===== config.mk =====
export PLATFORM = sky130hd
export DESIGN_NAME = cacheline_adaptor
export DESIGN_NICKNAME = d
export VERILOG_FILES = /design/src/rtl/cla_pkg.sv /design/src/rtl/cla_line_buffer.sv /design/src/rtl/cacheline_adaptor.sv
export SDC_FILE = /design/constraint.sdc
export NUM_CORES = 1
export LEC_CHECK = 0
export BUFFER_PORTS_ARGS = -buffer_cell sky130_fd_sc_hd__buf_2
export CAP_MARGIN = 15
export CORE_AREA = 2 2 280 282
export DETAILED_ROUTE_END_ITERATION = 10
export DIE_AREA = 0 0 282 284
export GPL_TIMING_DRIVEN = 0
export MAX_ROUTING_LAYER = met4
export SETUP_SLACK_MARGIN = 0.4
export SYNTH_ARGS = -nofsm -noshare
export SYNTH_HDL_FRONTEND = slang
export SYNTH_SLANG_ARGS = --single-unit

===== constraint.sdc =====
create_clock -name clk -period 3 [get_ports clk]
set_input_delay 0 -clock clk [delete_from_list [all_inputs] [get_ports clk]]
set_output_delay 0 -clock clk [all_outputs]
set_load 0.03 [all_outputs]

===== src/rtl/cla_pkg.sv =====
// Shared types and sizing for the cache-line to burst adaptor.
// Optional feature macro: CLA_POSTED_WRITE_EN.
package cla_pkg;

  localparam int LINE_W      = 256;
  localparam int BURST_W     = 64;
  localparam int BEATS       = LINE_W / BURST_W;
  localparam int OFFSET_BITS = 5;
  localparam int CNT_W       = $clog2(BEATS);

  typedef enum logic [2:0] {
    IDLE,
    RD,
    RD_DONE,
    WR,
    WR_DONE
  } cla_state_t;

  typedef logic [LINE_W-1:0]  line_t;
  typedef logic [BURST_W-1:0] beat_t;
  typedef logic [CNT_W-1:0]   cnt_t;

  localparam cnt_t LAST_BEAT = cnt_t'(BEATS - 1);

endpackage


===== src/rtl/cla_line_buffer.sv =====
// Line register: beat-indexed fill for reads, full-line load for writes,
// and a beat-indexed read mux feeding the burst write data.
module cla_line_buffer
  import cla_pkg::*;
(
  input  logic               clk,
  input  logic               rst,
  input  logic               load_en,
  input  logic [LINE_W-1:0]  line_d_i,
  input  logic               beat_we,
  input  logic [CNT_W-1:0]   beat_idx,
  input  logic [BURST_W-1:0] beat_d_i,
  output logic [LINE_W-1:0]  line_q_o,
  output logic [BURST_W-1:0] beat_q_o
);

  line_t buf_q, buf_d;

  always_comb begin
    buf_d = buf_q;
    if (load_en) begin
      buf_d = line_d_i;
    end else if (beat_we) begin
      buf_d[BURST_W*beat_idx +: BURST_W] = beat_d_i;
    end
  end

  always_ff @(posedge clk or negedge rst) begin
    if (!rst) begin
      buf_q <= '0;
    end else begin
      buf_q <= buf_d;
    end
  end

  assign line_q_o = buf_q;
  assign beat_q_o = buf_q[BURST_W*beat_idx +: BURST_W];

endmodule


===== src/rtl/cacheline_adaptor.sv =====
// Turns one cache-line read/write into a 4-beat memory burst.
// CLA_POSTED_WRITE_EN: acknowledge writes on the first WR cycle.
module cacheline_adaptor
  import cla_pkg::*;
(
  input  logic               clk,
  input  logic               rst,
  input  logic [LINE_W-1:0]  line_i,
  output logic [LINE_W-1:0]  line_o,
  input  logic [31:0]        address_i,
  input  logic               read_i,
  input  logic               write_i,
  output logic               resp_o,
  input  logic [BURST_W-1:0] burst_i,
  output logic [BURST_W-1:0] burst_o,
  output logic [31:0]        address_o,
  output logic               read_o,
  output logic               write_o,
  input  logic               resp_i
);

  cla_state_t  state_q, state_d;
  cnt_t        cnt_q, cnt_d;
  logic [31:0] addr_q, addr_d;
  logic        load_en;
  logic        beat_we;
  beat_t       beat_q;

  logic unused_offset;
  assign unused_offset = ^address_i[OFFSET_BITS-1:0];

  always_comb begin
    state_d = state_q;
    cnt_d   = cnt_q;
    addr_d  = addr_q;
    load_en = 1'b0;
    beat_we = 1'b0;
    unique case (state_q)
      IDLE: begin
        if (write_i || read_i) begin
          addr_d = {address_i[31:OFFSET_BITS],
                    {OFFSET_BITS{1'b0}}};
          cnt_d  = '0;
        end
        // Write wins when both strobes are up.
        if (write_i) begin
          state_d = WR;
          load_en = 1'b1;
        end else if (read_i) begin
          state_d = RD;
        end
      end
      RD: begin
        if (resp_i) begin
          beat_we = 1'b1;
          cnt_d   = cnt_q + cnt_t'(1);
          if (cnt_q == LAST_BEAT) state_d = RD_DONE;
        end
      end
      WR: begin
        if (resp_i) begin
          cnt_d = cnt_q + cnt_t'(1);
          if (cnt_q == LAST_BEAT) state_d = WR_DONE;
        end
      end
      RD_DONE: state_d = IDLE;
      WR_DONE: state_d = IDLE;
      default: state_d = IDLE;
    endcase
  end

  always_ff @(posedge clk or negedge rst) begin
    if (!rst) begin
      state_q <= IDLE;
      cnt_q   <= '0;
      addr_q  <= '0;
    end else begin
      state_q <= state_d;
      cnt_q   <= cnt_d;
      addr_q  <= addr_d;
    end
  end

  cla_line_buffer u_buf (
    .clk      (clk),
    .rst      (rst),
    .load_en  (load_en),
    .line_d_i (line_i),
    .beat_we  (beat_we),
    .beat_idx (cnt_q),
    .beat_d_i (burst_i),
    .line_q_o (line_o),
    .beat_q_o (beat_q)
  );

  assign read_o    = (state_q == RD);
  assign write_o   = (state_q == WR);
  assign address_o = addr_q;
  assign burst_o   = write_o ? beat_q : '0;

`ifdef CLA_POSTED_WRITE_EN
  logic post_q, post_d;

  assign post_d = (state_q == IDLE) && write_i;

  always_ff @(posedge clk or negedge rst) begin
    if (!rst) begin
      post_q <= 1'b0;
    end else begin
      post_q <= post_d;
    end
  end

  assign resp_o = (state_q == RD_DONE) || post_q;
`else
  assign resp_o = (state_q == RD_DONE) || (state_q == WR_DONE);
`endif

endmodule

==> results of run 1 <==
==> critical path, delay by kind of cell (launching register included) <==
family                     cells  cell delay (ns)
adders and majority gates      1             0.24
AOI/OAI and AO/OA              2             0.82
buffers and inverters          2             0.70
and+or+nand+nor                1             0.23
DFF                            1             0.42
==> report_power, final <==
part | switching (mW) | internal [mW] | leakage [nW]
registers | 2.01 | 5.96 | 3.38
logic | 11.8 | 6.69 | 7.18
clock network | 1.92 | 2.51 | 0.576
total | 15.8 | 15.2 | 11.1
==> kinds of logic after synthesis <==
kind of cell,share of synthesized area [%]
multiplexers,11.64
AND/OR/NAND/NOR,10.16
flip-flops,47.73
XOR/XNOR,0.05802
AO/OA/AOI/OAI,25.33
other,0.02484
buffers and inverters,4.641
adder cells (fa/ha/maj),0.4144
==> state kept, by name (all words and copies together), names as in the netlist <==
| register | flops |
|---|---|
| address_o | 27 |
| cnt_q | 2 |
| state_q | 3 |
| u_buf.line_q_o | 256 |
==> final cells by class <==
class / count / area [um^2] / share of cell area (%)
Antenna cell: 8 / 20.02 / 0.07842
Tap cell: 1040 / 1301 / 5.097
Clock inverter: 16 / 140.1 / 0.5489
Timing Repair Buffer: 1094 / 7500 / 29.38
Buffer: 140 / 1037 / 4.063
Clock buffer: 47 / 1023 / 4.009
Multi-Input combinational cell: 954 / 7282 / 28.52
Sequential cell: 288 / 7207 / 28.23
Inverter: 3 / 18.77 / 0.07351
==> layer usage <==
| metal | vias up | track usage [%] |
|---|---|---|
| li1 | 7439 | - |
| met1 | 8682 | 26.71 |
| met2 | 1121 | 35.85 |
| met3 | 244 | 4.734 |
| met4 | 0 | 9.481 |
| met5 | - | - |
==> synthesized netlist by cell type, drive strengths merged, types with 2 or more instances <==
| library cell | count | share of area, % |
|---|---|---|
| dfrtp | 288 | 48 |
| a21oi | 237 | 9.1 |
| nor2 | 236 | 5.9 |
| a22oi | 232 | 13 |
| buf | 85 | 3.2 |
| nor2b | 66 | 2.7 |
| mux4 | 64 | 9.5 |
| clkbuf | 55 | 1.4 |
| mux2 | 28 | 2.1 |
| a221o | 24 | 1.6 |
| a22o | 23 | 1.3 |
| nand3 | 6 | 0.20 |
| ha | 5 | 0.41 |
| nand2 | 5 | 0.12 |
| nand2b | 5 | 0.21 |
| nor4 | 4 | 0.41 |
| inv | 3 | 0.075 |
| and2 | 2 | 0.083 |
| nor3 | 2 | 0.17 |
| o21ai | 2 | 0.066 |
==> what timing repair did <==
action / 4_1_cts / 5_1_grt
hold endpoints to repair: 376 / 0
hold buffers: 349 / 0
endpoints found under the setup margin: 322 / 221
cloned: 0 / 1
setup buffers: 19 / 16
pin swaps: 7 / 7
gates resized for setup: 120 / 38
==> final timing paths <==
path | from | end | slack (ns) | cells after the start
worst max register to register | cnt_q[1] | u_buf.line_q_o[254] | 0.48 | 6
min in group clk | read_i | cnt_q[1] | 0.18 | 5
worst max-delay path | cnt_q[1] | u_buf.line_q_o[254] | 0.48 | 6
worst min-delay path | rst | address_o[21] | 0.08 | 2
max in group asynchronous | rst | u_buf.line_q_o[166] | 1.72 | 3
worst min register to register | address_o[21] | address_o[21] | 0.50 | 1
==> per-stage QoR <==
stage | setup TNS [ns] | hold WS, ns | area (um^2) | total power [mW] | utilization, %
2_1_floorplan | 0 | -0.2956 | 15110 | 18.75 | -
3_3_place_gp | -1707.97 | 0.2306 | 19920 | 24.98 | 25.89
3_5_place_dp | -380.99 | 0.09826 | 20080 | 25.28 | 26.10
4_1_cts | 0 | 0.05330 | 25270 | 30.67 | 32.84
5_1_grt | 0 | 0.1180 | 25530 | 32.46 | 33.17
6_report | 0 | 0.08288 | 25530 | 30.92 | 33.17
==> results by group, run 1 <==
Clocking
  • Total clock buffers created by CTS: 37
  • CTS max path bufs: 3
  • Clk sinks: 288
  • H-tree levels: 2
  • Clock root cell: clkbuf_16
  • CTS tree: built
  • Worst-Skew Late Latency: 0.58 ns
  • Clk slew on worst S/H paths: 0.06 ns

Synth
  • Synth Flop Type: dfrtp_1
  • Gate Count Post-Synth: 1381
  • Post-synthesis sequential area ratio: 47.73%
  • Yosys reg bits: 288
  • Mapped Area: 15100 um^2
  • Synth cell types: 37
  • Yosys warnings: 0
  • Mapped Avg Cell Area: 10.93 um^2
  • Post-synth ARST share: 100.0%
  • Post-synth EDFFs: 0

Placed design
  • Dpl ws: -1.989 ns
  • Post-Place Cells: 3134
  • GP Congestion: 0.8706
  • Hpwl dp: 65.43 mm
  • I/O Buffers: 701

Worst setup path
  • Req. time, crit path: 3.49 ns
  • Max stage delay on crit path: 0.58 ns
  • Crit path DAT: 3.01 ns
  • Crit. End Element: flip-flop
  • Highest-delay cell along the critical path: a21oi_2
  • CP Cell Sequence: buf_4, ha_1, and2_1, a21oi_2, clkbuf_2, a221o_1
  • CP Class: flip-flop to flip-flop
  • Crit Path Max Fanout: 10
  • CP startpoint kind: flip-flop

Detailed routing
  • DR WL/cell: 25.23 um
  • DRC Markers: 0
  • Number of DRC markers in iteration 0: 1323
  • Met2 routed WL: 43.08 mm
  • WL met1: 36.22 mm
  • Final wirelength: 90.56 mm
  • Drt first pass iters: 5
  • Met3 wire length: 7.100 mm
  • Vias/cell: 4.871
  • Routed Antenna Nets: 0
  • Top Layer Used: met4
  • Via count: 17486

Status
  • Outcome: complete, no violations

GRT
  • First-pass GRT wire length: 125.6 mm
  • Antenna violations before repair: 12
  • Grt ovf: 0
  • Largest net degree at the start of global routing: 106
  • Vias in the first global route: 18094
  • GRT Util Overall: 22.23%

Timing
  • Final hold violation count: 0
  • # setup viols final: 0
  • Final worst setup slack: 0.4838 ns
  • Min cycle time layout: 2.516 ns
  • Fmax: 397.4 MHz
  • Slew headroom: 34.92%
  • Slew @ Worst Pin: 0.9762 ns
  • RSZ-0062 raised after global routing: false
  • Tcrit/Tclk final: 83.87%
  • Slew Limit Fails: 0
  • Clock skew: 0.03316 ns

Floorplan
  • Die X-Extent: 282 um
  • Die area: 80090 um^2
  • Core area: 76960 um^2
  • Die height: 284 um
  • Num ports: 712
  • Initial Util: 19.62%
  • Site Rows: 102

Cells and area
  • Fillers: 7845
  • Fin cells: 3590
  • Synth-to-layout area growth: 69.09%
  • Most frequent cells in the layout: buf_2 (739), dlygate4sd3_1 (349), dfrtp_1 (288)
  • Commonest non-fill, non-tap cell in the layout: buf_2
  • Layout cell share with drive strength beyond 1: 44.73%
  • Nets: 2880

Hold path
  • Worst Hold Class: primary input to async pin

Power and ir drop
  • Pwr/cell area: 1211 nW/um^2
  • Max VDD drop: 0.7116 mV
  • Leak Pwr: 11.14 nW

Flow run
  • Max-Cap Viols: 0
Note: power is estimated with default switching activity, not from simulation.
==> inputs of run 2 (changes only) <==
==> constraint.sdc (replaced) <==
create_clock -name clk -period 2.31 [get_ports clk]
set_input_delay 0 -clock clk [delete_from_list [all_inputs] [get_ports clk]]
set_output_delay 0 -clock clk [all_outputs]
set_load 0.03 [all_outputs]
==> run 2 against run 1 <==
The run now ends with setup timing left. Critical path depth grew 7. Register-to-register slack lost 0.53 ns. Die area is the same. Worst setup slack lost 0.53 ns. Cell area grew 17%. Clock-buffer cell count grew 4. Wire length grew 11%. Clock skew shrank 0.014 ns. Worst hold slack gained 0.034 ns. Sequential power grew 30%. Clock power grew 36%. Cell count grew 2.5%. Largest cell class unchanged. Largest power group unchanged. Highest routed layer unchanged.
==> results by group, run 2 (synthesis gave the netlist of run 1 again) <==
Timing
  • Min cycle time layout: 2.351 ns (-0.1649 ns)
  • Final hold violation count: 0 (unchanged)
  • Clock skew: 0.01914 ns (-0.01402 ns)
  • Fmax: 425.3 MHz (+7.0%)
  • # setup viols final: 10 (+10)
  • Tcrit/Tclk final: 101.8% (+18 points)
  • Slew @ Worst Pin: 0.9885 ns (+0.01228 ns)
  • Slew headroom: 34.10% (-0.82 points)
  • Final worst setup slack: -0.04129 ns (-0.5251 ns)
  • RSZ-0062 raised after global routing: true
  • Slew Limit Fails: 0 (unchanged)
  • Hold slack: 0.1166 ns (+0.03370 ns)

Clocking
  • CTS tree: built
  • CTS max path bufs: 3 (unchanged)
  • Clk slew on worst S/H paths: 0.06 ns (about the same)
  • Worst-Skew Late Latency: 0.57 ns (about the same)
  • H-tree levels: 2 (unchanged)
  • Total clock buffers created by CTS: 38 (+2.7%)
  • Clock root cell: clkbuf_16
  • Clk sinks: 288 (unchanged)

Flow run
  • Max-Cap Viols: 0 (unchanged)

Worst setup path
  • Max stage delay on crit path: 0.39 ns (-0.19 ns)
  • Cells on worst reg2reg path: 13 (+7)
  • Crit-path leading delay family: buffers and inverters
  • Req. time, crit path: 2.78 ns (-0.71 ns)
  • Crit path DAT: 2.82 ns (-0.19 ns)
  • WP buf/inv: 8 (+6)
  • Crit. End Element: flip-flop
  • CP Class: flip-flop to flip-flop
  • Highest-delay cell along the critical path: dfrtp_1
  • CP startpoint kind: flip-flop
  • CP Cell Sequence: buf_6, buf_16, buf_16, inv_8, ha_4, buf_6, nand2_4, nor4_4, buf_4, buf_12, clkbuf_16, a22oi_2, a21oi_2
  • Total stage count of the critical path: 13 (+7)
  • Crit Path Max Fanout: 6 (-4)

Detailed routing
  • Vias/cell: 4.962 (+1.9%)
  • Routed Antenna Nets: 0 (unchanged)
  • Via count: 18256 (+4.4%)
  • DRC Markers: 0 (unchanged)
  • Number of DRC markers in iteration 0: 1300 (-1.7%)
  • DR WL/cell: 27.43 um (+8.8%)
  • Drt first pass iters: 7 (+2)
  • Final wirelength: 100.9 mm (+11%)

Floorplan
  • Num ports: 712 (unchanged)
  • Core area: 76960 um^2 (unchanged)
  • Die X-Extent: 282 um (unchanged)
  • Die area: 80090 um^2 (unchanged)
  • Die height: 284 um (unchanged)
  • Initial Util: 19.62% (unchanged)
  • Site Rows: 102 (unchanged)

Hold path
  • Worst Hold Class: primary input to async pin

Placed design
  • Cell Area, Placed: 20640 um^2 (+2.8%)
  • I/O Buffers: 701 (unchanged)
  • Hpwl dp: 65.81 mm (+0.58%)
  • GP Congestion: 0.8860 (+1.8%)

Power and ir drop
  • Overall power: 46.39 mW (+50%)
  • Pwr/cell area: 1557 nW/um^2 (+29%)
  • Max VDD drop: 0.8334 mV (+17%)
  • Leak Pwr: 12.44 nW (+12%)

Status
  • Outcome: finished, violations left
  • Failing checks: setup timing

GRT
  • First-pass GRT wire length: 134.8 mm (+7.3%)
  • Grt met3 use: 4.808% (+0.074 points)
  • Vias in the first global route: 18763 (+3.7%)
  • GRT Util Overall: 24.01% (+1.8 points)
  • GRT met1 Usage: 28.79% (+2.1 points)
  • Grt met2 use: 38.24% (+2.4 points)
  • Antenna violations before repair: 10 (-2)
  • Global route hottest layer: met2
  • Largest net degree at the start of global routing: 105 (-0.94%)
  • Grt ovf: 0 (unchanged)

Cells and area
  • Layout cell share with drive strength beyond 1: 58.48% (+14 points)
  • Final Cell Area: 29800 um^2 (+17%)
  • Most frequent cells in the layout: buf_2 (651), dlygate4sd3_1 (349), dfrtp_1 (285)
  • Synth-to-layout area growth: 97.36%
  • Max reg flops: 256 (unchanged)
  • Commonest non-fill, non-tap cell in the layout: buf_2
  • Final core utilization: 38.72% (+5.5 points)
  • Nets: 2969 (+3.1%)
==> run 2: changes by cell type in the layout (fill, tap and decap cells not counted), sizes merged <==
cell      change
bufinv        +2
buf          +81
clkinvlp      -3
diode         +1
inv           +2
clkbuf       +11
clkinv        -5
==> run 2: path summary, 6_finish.rpt <==
check | from | to | slack [ns]
worst max-delay path | cnt_q[0] | u_buf.line_q_o[9] | -0.04
worst min-delay path | rst | u_buf.line_q_o[104] | 0.12
worst max register to register | cnt_q[0] | u_buf.line_q_o[9] | -0.04
worst min register to register | address_o[11] | address_o[11] | 0.50
max in group asynchronous | rst | u_buf.line_q_o[9] | 1.06
min in group clk | read_i | cnt_q[1] | 0.20
==> run 2: layer usage <==
metal	up-vias	wire length, um
met2	1185	48120
met3	307	7876
met5	-	0
met1	9126	39810
met4	0	5119
li1	7638	-
==> run 2: worst register-to-register path: stages, from the launching register on <==
cell	delay [ns]
dfrtp_1	0.39
buf_6	0.14
buf_16	0.14
buf_16	0.14
inv_8	0.06
ha_4	0.16
buf_6	0.12
nand2_4	0.05
nor4_4	0.32
buf_4	0.18
buf_12	0.15
clkbuf_16	0.18
a22oi_2	0.06
a21oi_2	0.18
==> run 2: area by class of cell <==
type	instances	area, um^2
clock inverter	12	148.9
inverter	3	33.78
buffer	140	1704
timing repair buffer	1182	9470
multi-input combinational	954	8865
clock buffer	51	1041
fill	7306	47160
antenna	9	22.52
tap	1040	1301
sequential	288	7211
==> run 2: power breakdown <==
group / total, mW / internal [mW] / switching (mW)
clock: 6.00 / 3.49 / 2.51
combinational: 30.0 / 12.4 / 17.5
sequential: 10.4 / 7.74 / 2.69
==> run 2: repair_timing <==
item,CTS,global route
hold buffers,349,0
resized for setup,386,349
setup buffers,71,19
endpoints found under the setup margin,351,349
pin swaps,93,91
endpoints found under the hold margin,383,0
cloned,24,11
==> run 2: metrics by stage <==
stage               worst slack [ns]  setup TNS [ns]  std cells
floorplan                     0.1084               0       1385
global placement              -4.815        -1662.53       3126
detailed placement           -0.9591         -206.49       3133
CTS                         -0.09938          -2.460       3640
global route                 -0.1056          -4.907       3678
finish                      -0.04129         -0.1556       3679
